<file path="src/rtl/hnf_snp_ctl_pkg.sv">
// rtl/hnf_snp_ctl_pkg.sv - shared HN-F flit types, opcodes and cache-state encodings
package hnf_snp_ctl_pkg;

  localparam int numRNs            = 4;
  localparam int NODE_ID_W         = 7;
  localparam int TXN_ID_W          = 12;
  localparam int ADDR_W            = 44;
  localparam int REQ_OP_W          = 7;
  localparam int SNP_OP_W          = 5;
  localparam int RESP_W            = 3;
  localparam int CHI_CACHE_STATE_W = 2;

  localparam logic [REQ_OP_W-1:0] OP_ReadShared         = 7'h01;
  localparam logic [REQ_OP_W-1:0] OP_ReadClean          = 7'h02;
  localparam logic [REQ_OP_W-1:0] OP_ReadOnce           = 7'h03;
  localparam logic [REQ_OP_W-1:0] OP_ReadUnique         = 7'h07;
  localparam logic [REQ_OP_W-1:0] OP_CleanUnique        = 7'h0B;
  localparam logic [REQ_OP_W-1:0] OP_MakeUnique         = 7'h0C;
  localparam logic [REQ_OP_W-1:0] OP_ReadNotSharedDirty = 7'h26;

  localparam logic [SNP_OP_W-1:0] OP_SnpShared = 5'h01;
  localparam logic [SNP_OP_W-1:0] OP_SnpUnique = 5'h07;

  localparam logic [CHI_CACHE_STATE_W-1:0] ST_I  = 2'd0;
  localparam logic [CHI_CACHE_STATE_W-1:0] ST_SC = 2'd1;
  localparam logic [CHI_CACHE_STATE_W-1:0] ST_UC = 2'd2;
  localparam logic [CHI_CACHE_STATE_W-1:0] ST_UD = 2'd3;

  typedef enum logic [1:0] {IDLE, SEND, WAIT, DONE} snp_state_e;

  typedef struct packed {
    logic [REQ_OP_W-1:0]  Opcode;
    logic [NODE_ID_W-1:0] SrcID;
    logic [TXN_ID_W-1:0]  TxnID;
    logic [ADDR_W-1:0]    Addr;
  } reqflit_t;

  typedef struct packed {
    logic [SNP_OP_W-1:0]  Opcode;
    logic [NODE_ID_W-1:0] TgtID;
    logic [TXN_ID_W-1:0]  TxnID;
    logic [ADDR_W-1:0]    Addr;
  } snpflit_t;

  typedef struct packed {
    logic [NODE_ID_W-1:0] SrcID;
    logic [TXN_ID_W-1:0]  TxnID;
    logic [RESP_W-1:0]    Resp;
  } rspflit_t;

endpackage

</file>
<file path="src/rtl/hnf_prio_enc.sv">
// rtl/hnf_prio_enc.sv - lowest-set-bit priority encoder shared by HN-F arbiters
module hnf_prio_enc #(
  parameter int W     = 4,
  parameter int IDX_W = (W > 1) ? $clog2(W) : 1
) (
  input  logic [W-1:0]     vec,
  output logic [IDX_W-1:0] idx,
  output logic             any
);

  // Scanning downward lets the lowest set bit win the last assignment.
  always_comb begin
    idx = '0;
    for (int i = W - 1; i >= 0; i--) begin
      if (vec[i]) idx = IDX_W'(i);
    end
  end

  assign any = |vec;

endmodule

</file>
<file path="src/rtl/hnf_snp_ctl.sv">
// rtl/hnf_snp_ctl.sv - HN-F snoop controller: fans out snoops from an SF result and gathers responses
module hnf_snp_ctl
  import hnf_snp_ctl_pkg::*;
#(
  parameter int NUM_RN     = numRNs,
  parameter int RN_ID_BASE = 0,
  parameter int CNT_W      = $clog2(NUM_RN + 1)
) (
  input  logic                         clock,
  input  logic                         reset,
  input  logic                         req_valid,
  output logic                         req_ready,
  input  reqflit_t                     req,
  input  logic                         req_sf_hit,
  input  logic [NUM_RN-1:0]            req_sf_vec,
  input  logic [CHI_CACHE_STATE_W-1:0] req_sf_state,
  output logic                         snp_valid,
  input  logic                         snp_ready,
  output snpflit_t                     snp,
  input  logic                         snp_rsp_valid,
  input  rspflit_t                     snp_rsp,
  output logic                         done_valid,
  input  logic                         done_ready,
  output logic [TXN_ID_W-1:0]          done_txnid,
  output logic [NUM_RN-1:0]            done_vec,
  output logic                         done_pd
);

  localparam int IDX_W = (NUM_RN > 1) ? $clog2(NUM_RN) : 1;

  snp_state_e            state, state_nx;
  logic [NUM_RN-1:0]     tgt, tgt_left;
  logic [CNT_W-1:0]      cnt, cnt_nx;
  logic [TXN_ID_W-1:0]   txnid;
  logic [ADDR_W-1:0]     addr;
  logic [SNP_OP_W-1:0]   snp_op;
  logic [IDX_W-1:0]      idx;
  logic                  tgt_any;
  logic                  accept, snp_fire, rsp_ok, rsp_drop;
  logic [NUM_RN-1:0]     req_bit, acc_tgt, acc_vec;
  logic [SNP_OP_W-1:0]   acc_op;
  logic                  unused_rsp_bits;

  hnf_prio_enc #(.W(NUM_RN), .IDX_W(IDX_W)) u_prio (
    .vec (tgt),
    .idx (idx),
    .any (tgt_any)
  );

  assign req_ready  = (state == IDLE);
  assign snp_valid  = (state == SEND) && tgt_any;
  assign done_valid = (state == DONE);
  assign done_txnid = txnid;
  assign accept     = req_valid && req_ready;
  assign snp_fire   = snp_valid && snp_ready;
  assign rsp_ok     = snp_rsp_valid && ((state == SEND) || (state == WAIT)) &&
                      (snp_rsp.TxnID == txnid) && (cnt != '0);
  assign rsp_drop   = snp_rsp_valid && !rsp_ok;
  assign unused_rsp_bits = ^{snp_rsp.SrcID, snp_rsp.Resp[1:0]};

  assign snp.Opcode = snp_op;
  assign snp.TgtID  = NODE_ID_W'(RN_ID_BASE) + NODE_ID_W'(idx);
  assign snp.TxnID  = txnid;
  assign snp.Addr   = addr;

  // Requester bit stays clear when SrcID is not one of the tracked RN-Fs.
  always_comb begin
    req_bit = '0;
    for (int i = 0; i < NUM_RN; i++) begin
      if (int'(req.SrcID) == RN_ID_BASE + i) req_bit[i] = 1'b1;
    end
  end

  always_comb begin
    acc_tgt = '0;
    acc_op  = OP_SnpShared;
    acc_vec = req_sf_vec;
    if (req.Opcode == OP_ReadUnique || req.Opcode == OP_CleanUnique ||
        req.Opcode == OP_MakeUnique) begin
      acc_vec = req_bit;
      acc_op  = OP_SnpUnique;
      if (req_sf_hit) acc_tgt = req_sf_vec & ~req_bit;
    end else if (req.Opcode == OP_ReadShared || req.Opcode == OP_ReadClean ||
                 req.Opcode == OP_ReadNotSharedDirty) begin
      acc_vec = req_sf_vec | req_bit;
      if (req_sf_hit && (req_sf_state == ST_UC || req_sf_state == ST_UD))
        acc_tgt = req_sf_vec & ~req_bit;
    end
  end

  always_comb begin
    tgt_left      = tgt;
    tgt_left[idx] = 1'b0;
    cnt_nx        = cnt;
    if (snp_fire && !rsp_ok) cnt_nx = cnt + CNT_W'(1);
    else if (!snp_fire && rsp_ok) cnt_nx = cnt - CNT_W'(1);
  end

  always_comb begin
    state_nx = state;
    case (state)
      IDLE: if (accept) state_nx = (acc_tgt != '0) ? SEND : DONE;
      SEND: if (snp_fire && tgt_left == '0) state_nx = WAIT;
      WAIT: if (cnt_nx == '0) state_nx = DONE;
      DONE: if (done_ready) state_nx = IDLE;
      default: state_nx = IDLE;
    endcase
  end

  always_ff @(posedge clock or negedge reset) begin
    if (!reset) begin
      state    <= IDLE;
      tgt      <= '0;
      cnt      <= '0;
      txnid    <= '0;
      addr     <= '0;
      snp_op   <= OP_SnpShared;
      done_vec <= '0;
      done_pd  <= 1'b0;
    end else begin
      state <= state_nx;
      cnt   <= cnt_nx;
      if (accept) begin
        tgt      <= acc_tgt;
        txnid    <= req.TxnID;
        addr     <= req.Addr;
        snp_op   <= acc_op;
        done_vec <= acc_vec;
        done_pd  <= 1'b0;
      end else begin
        if (snp_fire) tgt <= tgt_left;
        if (rsp_ok) done_pd <= done_pd | snp_rsp.Resp[2];
      end
    end
  end

  // Stray responses are legal traffic to drop; record them as a coverage event.
  cover property (@(posedge clock) disable iff (!reset) rsp_drop);

endmodule
</file>
<file path="config.mk">
export PLATFORM = sky130hd
export DESIGN_NAME = hnf_snp_ctl
export DESIGN_NICKNAME = d
export VERILOG_FILES = /design/src/rtl/hnf_snp_ctl_pkg.sv /design/src/rtl/hnf_prio_enc.sv /design/src/rtl/hnf_snp_ctl.sv
export SDC_FILE = /design/constraint.sdc
export NUM_CORES = 1
export LEC_CHECK = 0
export BUFFER_PORTS_ARGS = -buffer_cell sky130_fd_sc_hd__clkbuf_2
export CORE_UTILIZATION = 48
export CTS_CLUSTER_SIZE = 14
export DETAILED_ROUTE_END_ITERATION = 10
export PLACE_DENSITY = 0.92
export SYNTH_ARGS = -nofsm -noshare
export SYNTH_HDL_FRONTEND = slang
export SYNTH_HIERARCHICAL = 1
export SYNTH_SLANG_ARGS = --single-unit
</file>
<file path="constraint.sdc">
create_clock -name clock -period 6.1 [get_ports clock]
set_clock_uncertainty 0.2 [all_clocks]
set_input_delay 0.61 -clock clock [delete_from_list [all_inputs] [get_ports clock]]
set_output_delay 0.61 -clock clock [all_outputs]
set_load 0.01 [all_outputs]
</file>
==> metrics.md, run 1 <==
| Metric | Value |
|---|---|
| Outcome | `completed` |
| Port bufs | `around 170` |
| Synth area leader | `dfrtp_1` |
| Critical Path Source Type | `flip-flop` |
| Critical Path Source | `state[0]` |
| Syn_area_per_cell | `8.56 µm²` |
| CTS tree | `done` |
| R2R cell count | `5` |
| Critical path peak fanout | `between 60 and 70` |
| Die height | `about 90 µm` |
| Synth top area cells | `dfrtp_1, nand2_1, buf_4` |
| Cells after synthesis | `411` |
| DR vias | `3280` |
| Finished Core Util | `0.657` |
| First-pass GRT wire length | `13.8 mm` |
| Area of the multi-input gates | `1520 µm²` |
| Placed cell count | `652` |
| Total Wirelength | `8.42 mm` |
| Initial DRC count | `~100` |
| Capture point of the worst path | `done_vec[0]` |
| Core area | `6940 µm²` |
| Seq/Total Area, Yosys | `0.505` |
| Clock slew at reported path FFs | `80 ps` |
| H-tree depth | `3` |
| Setup TNS | `0 ps` |
| Count of state elements after synthesis | `71` |
| Pwr dens | `454 nW/µm²` |
| Clk buf depth | `2` |
| PostCTS Resize Cnt | `0` |
| Critical path depth | `5` |
| Finished Cell Area | `4560 µm²` |
| Root buffer cell | `clkbuf_8` |
| Worst reg2reg setup slack | `3230 ps` |
| Hold Vio Cnt, Final | `0` |
| GRT Overall Usage | `0.231` |
| CP peak stage delay | `970 ps` |
| Initial Util | `0.506` |
| Buf/Inv on CP | `1` |
| DRT antenna net count | `0` |
| Residual DRC | `0` |
| Slowest CP cell | `and2_2` |
| FF+latch area | `1780 µm²` |
| Area after DPL | `4330 µm²` |
| Hpwl dp | `6.18 mm` |
| Worst r2r dst | `done_vec[0]` |
| Area delta synth->final | `29.7%` |
| Crit Path Category | `flip-flop to flip-flop` |
| Worst-Margin Slew | `1210 ps` |
| VDD IR max | `0.232 mV` |
| Clock Latency Late Sink | `330 ps` |
| Total power | `just over 0.002 W` |
| Vias in the first global route | `3102` |
| Fin cells | `668` |
| Synth Warn # | `6` |
| Final Cycle Share | `0.470` |
| Max-Cap Viols | `0` |
| Hold WC Path Type | `input pin to asynchronous set/reset pin` |
| Crit. End Element | `flip-flop` |
| Nets | `between 600 and 700` |
| Share of cells above drive strength 1 | `0.348` |
| WP data required | `6110 ps` |
| Kind of cell adding the most delay to the critical path | `simple AND/OR/NAND/NOR gates` |
| Top cell type's share of synthesized area | `0.505` |
| Number of antenna violations at the first check in global routing | `0` |
| Diodes inserted | `0` |
| Via-to-Cell Ratio | `just under 5` |
| Remaining global-route overflow | `0` |
| Placement Rows | `30` |
| Sink Count | `slightly above 70` |
| Leak Pwr | `2.58 nW` |
| Die Area | `7670 µm²` |
| Fmax | `349 MHz` |
| Crit path DAT | `2870 ps` |
| RSZ-0062 raised after global routing | `no` |
| Post-CTS Setup Inserts | `0` |
| Max Slew Vio Count | `0` |
| Largest net degree at the start of global routing | `72` |
| Fillcell total | `561` |
| Top Ports | `193` |
| Avg WL per Cell | `12.6 µm` |
| Critical path, cell by cell | `inv_1 -> ha_1 -> and2_2 -> o211ai_1 -> o311ai_0` |
| Synth cell types | `44` |
| Syn Std Cell Area | `3520 µm²` |
| Hold buffers post-CTS | `0` |
| Max-slew headroom | `0.188` |
| R2r startpoint | `state[0]` |
| Fin crit period | `2870 ps` |
| Die width | `87.6 µm` |
| TritonCTS Buffers | `9` |
| Finish-stage setup viols | `0` |
| Final GP Congestion | `0.845` |
| First drt pass iteration count | `6` |
-- metal layers --
layer,global-route usage,up-vias,share of wire
li1,-,1607,-
met1,0.273,1518,0.40
met2,0.401,132,0.52
met3,0.0500,23,0.051
met4,0.110,0,0.026
met5,0,-,0
-- placed cells by master (no fill, tap or decap), types with 2 or more instances in the layout --
master | netlist | layout
nand2_1 | 190 | 189
clkbuf_2 | 0 | 173
dfrtp_1 | 71 | 71
xnor2_1 | 14 | 14
nor2_1 | 12 | 12
o21ai_0 | 11 | 11
inv_1 | 10 | 10
clkbuf_8 | 0 | 9
conb_1 | 2 | 8
nand3_1 | 7 | 7
ha_1 | 7 | 7
mux2i_1 | 4 | 4
a21oi_1 | 4 | 4
o22ai_1 | 4 | 4
nand4_1 | 3 | 3
bufinv_16 | 0 | 3
and2_1 | 3 | 2
nand4b_1 | 2 | 2
nor4_1 | 2 | 2
nor3_1 | 2 | 2
o211ai_1 | 2 | 2
nand2b_1 | 2 | 2
o311ai_0 | 2 | 2
clkinv_2 | 0 | 2
-- power breakdown --
part	switching [W]	internal [W]	total, W
combinational	0.000482	0.000345	0.000827
clock	0.000172	0.000271	0.000443
sequential	0.000134	0.000668	0.000802
total	0.000788	0.00128	0.00207
-- kinds of logic (layout without fill, tap and decap cells) --
| group | after synthesis | after routing | share of synthesized area |
|---|---|---|---|
| XOR/XNOR | 15 | 15 | 0.0374 |
| buffers and inverters | 45 | 200 | 0.0704 |
| other | 2 | 8 | 0.00214 |
| AND/OR/NAND/NOR | 228 | 228 | 0.266 |
| adder cells (fa/ha/maj) | 7 | 7 | 0.0249 |
| multiplexers | 5 | 5 | 0.0146 |
| AO/OA/AOI/OAI | 38 | 38 | 0.0793 |
| flip-flops | 71 | 71 | 0.505 |
-- Yosys cell counts, drive strengths merged --
library cell	count
a21oi	5
a22o	1
mux2i	4
nor2	12
nand4	3
dfrtp	71
xor2	1
a31o	1
nand3	7
o32a	1
clkbuf	14
conb	2
o31a	1
a2111oi	1
nor3	2
o311ai	2
buf	21
or4	1
nor4	3
a221oi	1
nor3b	1
o21ai	11
o31ai	1
a41oi	1
nand4b	2
o211ai	2
inv	10
mux2	1
nand2b	2
a21o	1
o22ai	4
nand2	190
xnor2	14
a31oi	1
or2b	1
and3	1
ha	7
a2111o	1
o2111ai	1
and2	3
a211oi	1
a21boi	1
-- worst reg2reg max path: stages (launching register included) --
cell and delay (ps):
dfrtp_1 420, inv_1 100, ha_1 340, and2_2 980
o211ai_1 320, o311ai_0 400
-- flip-flops by register name, indices dropped and copies added (netlist names) --
name	flops
addr	44
cnt	3
done_pd	1
done_txnid	12
done_vec	4
snp_op	1
state	2
tgt	4
-- stage by stage --
step / hold WS [ps] / setup slack, ps
floorplan: 114 / 3530
global placement: 257 / 3240
detailed placement: 262 / 3200
CTS: 229 / 3210
global route: 238 / 3020
finish: 179 / 3230
-- layout make-up --
cell class                      count  share of cell area
Clock inverter                      6              0.0239
Multi-Input combinational cell    301               0.333
Inverter                           10             0.00823
Timing Repair Buffer              174               0.191
Tap cell                           96              0.0263
Sequential cell                    71               0.389
Clock buffer                       10              0.0280
-- worst min-delay path by stage --
stage,end,cells after the start,from,slack [ps]
after floorplan,addr[0],0,reset,110
after global placement,addr[40],2,addr[40],260
after detailed placement,addr[28],2,addr[28],260
after CTS,addr[41],1,reset,230
after global routing,addr[6],3,req[6],240
final,tgt[0],1,reset,180
Note: power is estimated with default switching activity, not from simulation.
==> run 2: changes to the inputs <==
--- a/config.mk
+++ b/config.mk
@@ -5,11 +5,12 @@
 export SDC_FILE = /design/constraint.sdc
 export NUM_CORES = 1
 export LEC_CHECK = 0
+export ABC_AREA = 1
 export BUFFER_PORTS_ARGS = -buffer_cell sky130_fd_sc_hd__clkbuf_2
-export CORE_UTILIZATION = 48
+export CORE_UTILIZATION = 42
 export CTS_CLUSTER_SIZE = 14
 export DETAILED_ROUTE_END_ITERATION = 10
-export PLACE_DENSITY = 0.92
+export PLACE_DENSITY = 0.85
 export SYNTH_ARGS = -nofsm -noshare
 export SYNTH_HDL_FRONTEND = slang
 export SYNTH_HIERARCHICAL = 1
==> constraint.sdc (replaced) <==
create_clock -name clock -period 2.6 [get_ports clock]
set_clock_uncertainty 0.2 [all_clocks]
set_input_delay 0.26 -clock clock [delete_from_list [all_inputs] [get_ports clock]]
set_output_delay 0.26 -clock clock [all_outputs]
set_load 0.01 [all_outputs]
==> run 2 against run 1 <==
Effect of this change: area after synthesis rose by 7.9%; flip-flop and latch count did not move; routed wire length rose by 26%.
==> metrics.md, run 2 <==
| Metric | Value |
|---|---|
| Outcome | `completed` |
| Pwr dens | `between 1000 and 1500 nW/µm²` |
| Cells after synthesis | `roughly 520` |
| Finish-stage setup viols | `0` |
| Diodes inserted | `0` |
| Hold buffers post-CTS | `60` |
| Hold WC Path Type | `input pin to flip-flop` |
| DRT antenna net count | `0` |
| Number of antenna violations at the first check in global routing | `0` |
| Placement Rows | `34` |
| Share of async-settable or async-resettable flops after synthesis | `1.00` |
| Die Area | `9420 µm²` |
| Die width | `97.1 µm` |
| Most frequent cells in the layout | `nand2_1, clkbuf_2, dfrtp_1` |
| First drt pass iteration count | `4` |
| Crit Path Category | `flip-flop to flip-flop` |
| Clock slew at reported path FFs | `80 ps` |
| Fin crit period | `2340 ps` |
| Initial DRC count | `180` |
| Final GP Congestion | `0.869` |
| Largest net degree at the start of global routing | `72` |
| Port bufs | `174` |
| Clk buf depth | `2` |
| Crit. End Element | `flip-flop` |
| Max-Cap Viols | `0` |
| Critical path peak fanout | `4` |
| Synth Area in Adders | `0.0231` |
| RSZ-0062 raised after global routing | `no` |
| Area after DPL | `between 4000 and 5000 µm²` |
| Synth top area cells | `dfrtp_1, nand2_1, inv_1` |
| Area delta synth->final | `45.1%` |
| Setup TNS | `0 ps` |
| Synth area leader | `dfrtp_1` |
| WP data required | `2630 ps` |
| Syn_area_per_cell | `7.27 µm²` |
| Critical Path Source Type | `flip-flop` |
| Syn Std Cell Area | `between 3000 and 4000 µm²` |
| Via-to-Cell Ratio | `between 4 and 5` |
| Total Wirelength | `10.6 mm` |
| Hold Vio Cnt, Final | `0` |
| Residual DRC | `0` |
| Worst-Margin Slew | `904 ps` |
| Crit path DAT | `around 2400 ps` |
| Most common cell after layout, fill and taps aside | `nand2_1` |
| VDD IR max | `0.501 mV` |
| CTS tree | `done` |
| Initial Util | `0.435` |
| Nets | `between 800 and 900` |
| Top Ports | `193` |
| Synth cell types | `29` |
| Finished Cell Area | `5510 µm²` |
| PostCTS Resize Cnt | `0` |
| Max-slew headroom | `0.397` |
| Seq/Total Area, Yosys | `0.468` |
| Worst reg2reg setup slack | `between 200 and 300 ps` |
| Top cell type's share of synthesized area | `0.468` |
| Core area | `about 8700 µm²` |
| Synth Flop Type | `dfrtp_1` |
| Vias in the first global route | `slightly below 4k` |
| Max Slew Vio Count | `0` |
| Synth Area in Compound Gates | `0.0564` |
| Mux cell area share after synthesis | `0` |
| Xor and xnor area share after synthesis | `0` |
| Biggest register | `addr` |
| Post-CTS Setup Inserts | `0` |
| DR vias | `4012` |
| Leak Pwr | `3.19 nW` |
| Largest register FFs | `44` |
| Avg WL per Cell | `around 12 µm` |
| Hpwl dp | `roughly 7 mm` |
| H-tree depth | `3` |
| Number of synthesized flops with an enable pin | `0` |
| First-pass GRT wire length | `between 15 and 20 mm` |
| Largest family of logic cells by synthesized area | `simple AND/OR/NAND/NOR gates` |
| Sink Count | `71` |
| Clock Latency Late Sink | `~330 ps` |
| Root buffer cell | `clkbuf_8` |
| Remaining global-route overflow | `0` |
| GRT Overall Usage | `0.232` |
| Count of state elements after synthesis | `roughly 70` |
| Fmax | `~430 MHz` |
| Die height | `roughly 97 µm` |
| TritonCTS Buffers | `9` |
| Post-synthesis simple-gate area fraction | `0.335` |
| Top-count cell post-synth | `nand2_1` |
| Final Cycle Share | `0.898` |
| Synth Warn # | `6` |
| Share of cells above drive strength 1 | `0.300` |
| Commonest cells post-synth | `nand2_1, dfrtp_1, inv_1, nor2_1, buf_4` |
run 2: cell types whose count changed in the layout (fill, tap and decap cells not counted), moves of 3 or more:
| cell | delta |
|---|---|
| nand2_1 | +49 |
| xnor2_1 | -14 |
| nand3_1 | +9 |
| o211ai_1 | +4 |
| buf_4 | +3 |
| mux2i_1 | -4 |
| inv_1 | +42 |
| nand2_2 | +7 |
| nor2_1 | +17 |
| o21ai_0 | +4 |
| nor2_2 | +4 |
| o22ai_1 | -3 |
| inv_2 | +9 |
| dlygate4sd3_1 | +60 |
run 2: final cells by class:
cell class	instances	area, µm²
clock inverters	5	105
repair buffers	238	1520
multi-input cells	361	1610
well taps	108	135
inverters	61	229
flip-flops and latches	71	1780
clock buffers	11	141
fillers	741	3210
run 2: critical path: stages, from the launching register on:
cell,delay [ps]
dfrtp_1,420
inv_1,80
ha_1,310
nand2_1,90
a21oi_1,120
nand3_1,120
nor2_4,150
nand3_2,140
nand3_1,140
nand2_2,70
nor2_2,70
nand2_1,60
nand2_2,80
nand2_2,60
nand2_1,60
nand2_1,50
run 2: logic make-up (layout without fill, tap and decap cells):
logic type,after synthesis,after routing
compound gates,35,35
fa+ha+maj,7,7
buf+inv,96,315
flops,71,71
other cells,2,8
simple gates,311,311
run 2: final timing paths:
check                                    from     endpoint  cells after the start
worst max-delay path                 state[0]     state[0]                     15
worst min-delay path            req_sf_vec[2]  done_vec[2]                      3
worst max register to register       state[0]     state[0]                     15
worst min register to register       addr[25]     addr[25]                      2
max in group asynchronous               reset      addr[8]                      2
min in group asynchronous               reset     addr[36]                      2
run 2: report_power, final:
part / internal, W / switching [W] / total [W] / leakage [nW]
clock network: 0.000664 / 0.000417 / 0.00108 / 0.116
logic: 0.00101 / 0.00149 / 0.00250 / 2.19
registers: 0.00161 / 0.000370 / 0.00198 / 0.883
run 2: layer usage:
metal | vias up | routed length (µm) | share of wire | track usage
met5 | - | 0 | 0 | 0
met4 | 0 | 235 | 0.022 | 0.0896
met3 | 23 | 761 | 0.072 | 0.0554
met2 | 174 | 5370 | 0.51 | 0.423
met1 | 1816 | 4260 | 0.40 | 0.259
li1 | 1999 | - | - | -
run 2: stage by stage:
| stage | cells | power (W) | util | hold WS, ps | setup slack [ps] |
|---|---|---|---|---|---|
| after floorplan | 528 | 0.00352 | - | -236 | 563 |
| after global routing | 855 | 0.00599 | 0.632 | 32.2 | 34.9 |
| after CTS | 855 | 0.00556 | 0.632 | 3.54 | 245 |
| after global placement | 779 | 0.00428 | 0.535 | 239 | 429 |
| final | 855 | 0.00555 | 0.632 | 20.8 | 265 |
| after detailed placement | 779 | 0.00439 | 0.535 | 248 | 256 |
==> run 3: changes to the inputs <==
--- a/config.mk
+++ b/config.mk
@@ -11,6 +11,7 @@
 export CTS_CLUSTER_SIZE = 14
 export DETAILED_ROUTE_END_ITERATION = 10
 export PLACE_DENSITY = 0.85
+export REMOVE_ABC_BUFFERS = 1
 export SYNTH_ARGS = -nofsm -noshare
 export SYNTH_HDL_FRONTEND = slang
 export SYNTH_HIERARCHICAL = 1
==> run 3 against run 2 <==
Effect of this change: sequential power barely moved; register-to-register slack better by 20 ps; cell area is 0.89% lower; maximum frequency grew 0.70%; cell count unchanged; hold slack better by 2.2 ps; core utilization is 0.56 points lower; non-clock buffer count stayed put; global-route usage shrank 0.33 points; clock-buffer cell count is 1 lower; combinational power is essentially flat.
==> metrics.md, run 3 (synthesized netlist as in run 2, its figures left out) <==
| Metric | Value |
|---|---|
| Crit Path Category | `flip-flop to flip-flop` |
| Sink Count | `71` |
| Vias in the first global route | `4050` |
| RSZ-0062 raised after global routing | `no` |
| Placed cell count | `between 700 and 800` |
| Most frequent cells in the layout | `nand2_1, clkbuf_2, dfrtp_1` |
| DR vias | `4067` |
| Die width | `97.1 µm` |
| Kind of cell adding the most delay to the critical path | `simple AND/OR/NAND/NOR gates` |
| Biggest register | `addr` |
| Final GP Congestion | `0.859` |
| Outcome | `completed` |
| Finished Core Util | `0.626` |
| Critical path peak fanout | `4` |
| Largest register FFs | `44` |
| Diodes inserted | `0` |
| CTS tree | `done` |
| H-tree depth | `3` |
| Placement Rows | `34` |
| Max Slew Vio Count | `0` |
| DRT antenna net count | `0` |
| Total Wirelength | `~10 mm` |
| Hpwl dp | `6.95 mm` |
| Pwr dens | `980 nW/µm²` |
| Crit. End Element | `flip-flop` |
| Avg WL per Cell | `12.3 µm` |
| Hold WC Path Type | `input pin to flip-flop` |
| Core area | `about 8700 µm²` |
| Largest net degree at the start of global routing | `a little over 70` |
| M2 GR Usage | `0.404` |
| Via-to-Cell Ratio | `around 4.8` |
| VDD IR max | `0.563 mV` |
| TritonCTS Buffers | `9` |
| Met1 Track Usage GR | `0.262` |
| Most common cell after layout, fill and taps aside | `nand2_1` |
| Nets | `854` |
| Fin crit period | `2320 ps` |
| Crit path DAT | `2350 ps` |
| Initial DRC count | `223` |
| GR Util met3 | `0.0518` |
| Die height | `97.1 µm` |
| CP peak stage delay | `approximately 420 ps` |
| Setup TNS | `0 ps` |
| Max-slew headroom | `0.393` |
| Final Cycle Share | `0.892` |
| Root buffer cell | `clkbuf_8` |
| Total power | `0.00535 W` |
| Fillcell total | `728` |
| CP most frequent cell | `nand2_1` |
| Number of antenna violations at the first check in global routing | `0` |
| Finish-stage setup viols | `0` |
| Hold Vio Cnt, Final | `0` |
| Worst-Margin Slew | `911 ps` |
| Leak Pwr | `3.16 nW` |
| Critical Path Source Type | `flip-flop` |
| Slowest CP cell | `dfrtp_1` |
| Post-CTS Setup Inserts | `0` |
| First drt pass iteration count | `5` |
| Max-Cap Viols | `0` |
| Critical path, cell by cell | `inv_1 -> ha_1 -> nand2_1 -> a21oi_1 -> nand3_1 -> nor2_4 -> nand3_2 -> nand3_1 -> nand2_2 -> nor2_2 -> nand2_1 -> nand2_2 -> nand2_2 -> nand2_1 -> nand2_1` |
| WP data required | `2630 ps` |
| First-pass GRT wire length | `17.7 mm` |
| GRT Overall Usage | `0.228` |
| Top Ports | `around 190` |
| Initial Util | `0.435` |
| Buf/Inv on CP | `1` |
| Die Area | `~9400 µm²` |
| Share of cells above drive strength 1 | `0.300` |
| Residual DRC | `0` |
| Clk buf depth | `2` |
| Clock Latency Late Sink | `330 ps` |
| Port bufs | `174` |
| Remaining global-route overflow | `0` |
| Smallest hold slack | `around 23 ps` |
| Gr busiest metal | `met2` |
| Clock slew at reported path FFs | `80 ps` |
| Fmax | `about 430 MHz` |
| Fin cells | `~860` |
| Area delta synth->final | `43.8%` |
-- run 3: changes by cell type in the layout (fill, tap and decap cells not counted), sizes merged --
cell      change
bufinv        -2
clkbuf        -1
clkinv        +1
clkinvlp      +1
inv           +1
-- run 3: cell type report --
| cell class | count | area [µm²] | area share |
|---|---|---|---|
| Tap cell | 108 | 135 | 0.0247 |
| Multi-Input combinational cell | 361 | 1610 | 0.294 |
| Inverter | 61 | 229 | 0.0419 |
| Clock buffer | 10 | 128 | 0.0234 |
| Timing Repair Buffer | 238 | 1520 | 0.278 |
| Sequential cell | 71 | 1780 | 0.325 |
| Clock inverter | 6 | 70.1 | 0.0128 |
-- run 3: worst paths after layout --
path                          startpoint           to  slack, ps  cells after the start
min reg2reg                      addr[5]      addr[5]        280                      2
min in group asynchronous          reset     addr[32]        390                      2
max                             state[1]     state[1]        280                     15
min                        req_sf_vec[1]  done_vec[1]         20                      3
max in group asynchronous          reset      addr[5]       1210                      2
max reg2reg                     state[1]     state[1]        280                     15
-- run 3: where the power goes --
group | switching [W] | internal, W | total, W
registers | 0.000365 | 0.00160 | 0.00197
clock network | 0.000433 | 0.000449 | 0.000882
logic | 0.00149 | 0.00101 | 0.00250
-- run 3: repair_timing --
action,in CTS,in global routing
hold endpoints to repair,130,0
hold buffers,60,0
resized for setup,0,0
-- run 3: per-stage QoR --
stage | area (µm²) | worst slack [ps]
after global routing | 5460 | 98.9
after global placement | 4660 | 414
after CTS | 5460 | 288
final | 5460 | 281
after detailed placement | 4660 | 309
after floorplan | 3610 | -879
-- run 3: worst min-delay path, stage by stage --
cell,delay [ps]
clkbuf_2,80
inv_1,80
o211ai_1,100
-- run 3: layer usage --
metal | vias up | part of all wire
met1 | 1865 | 0.41
met3 | 30 | 0.060
met5 | - | 0
met2 | 169 | 0.50
met4 | 0 | 0.032
li1 | 2003 | -
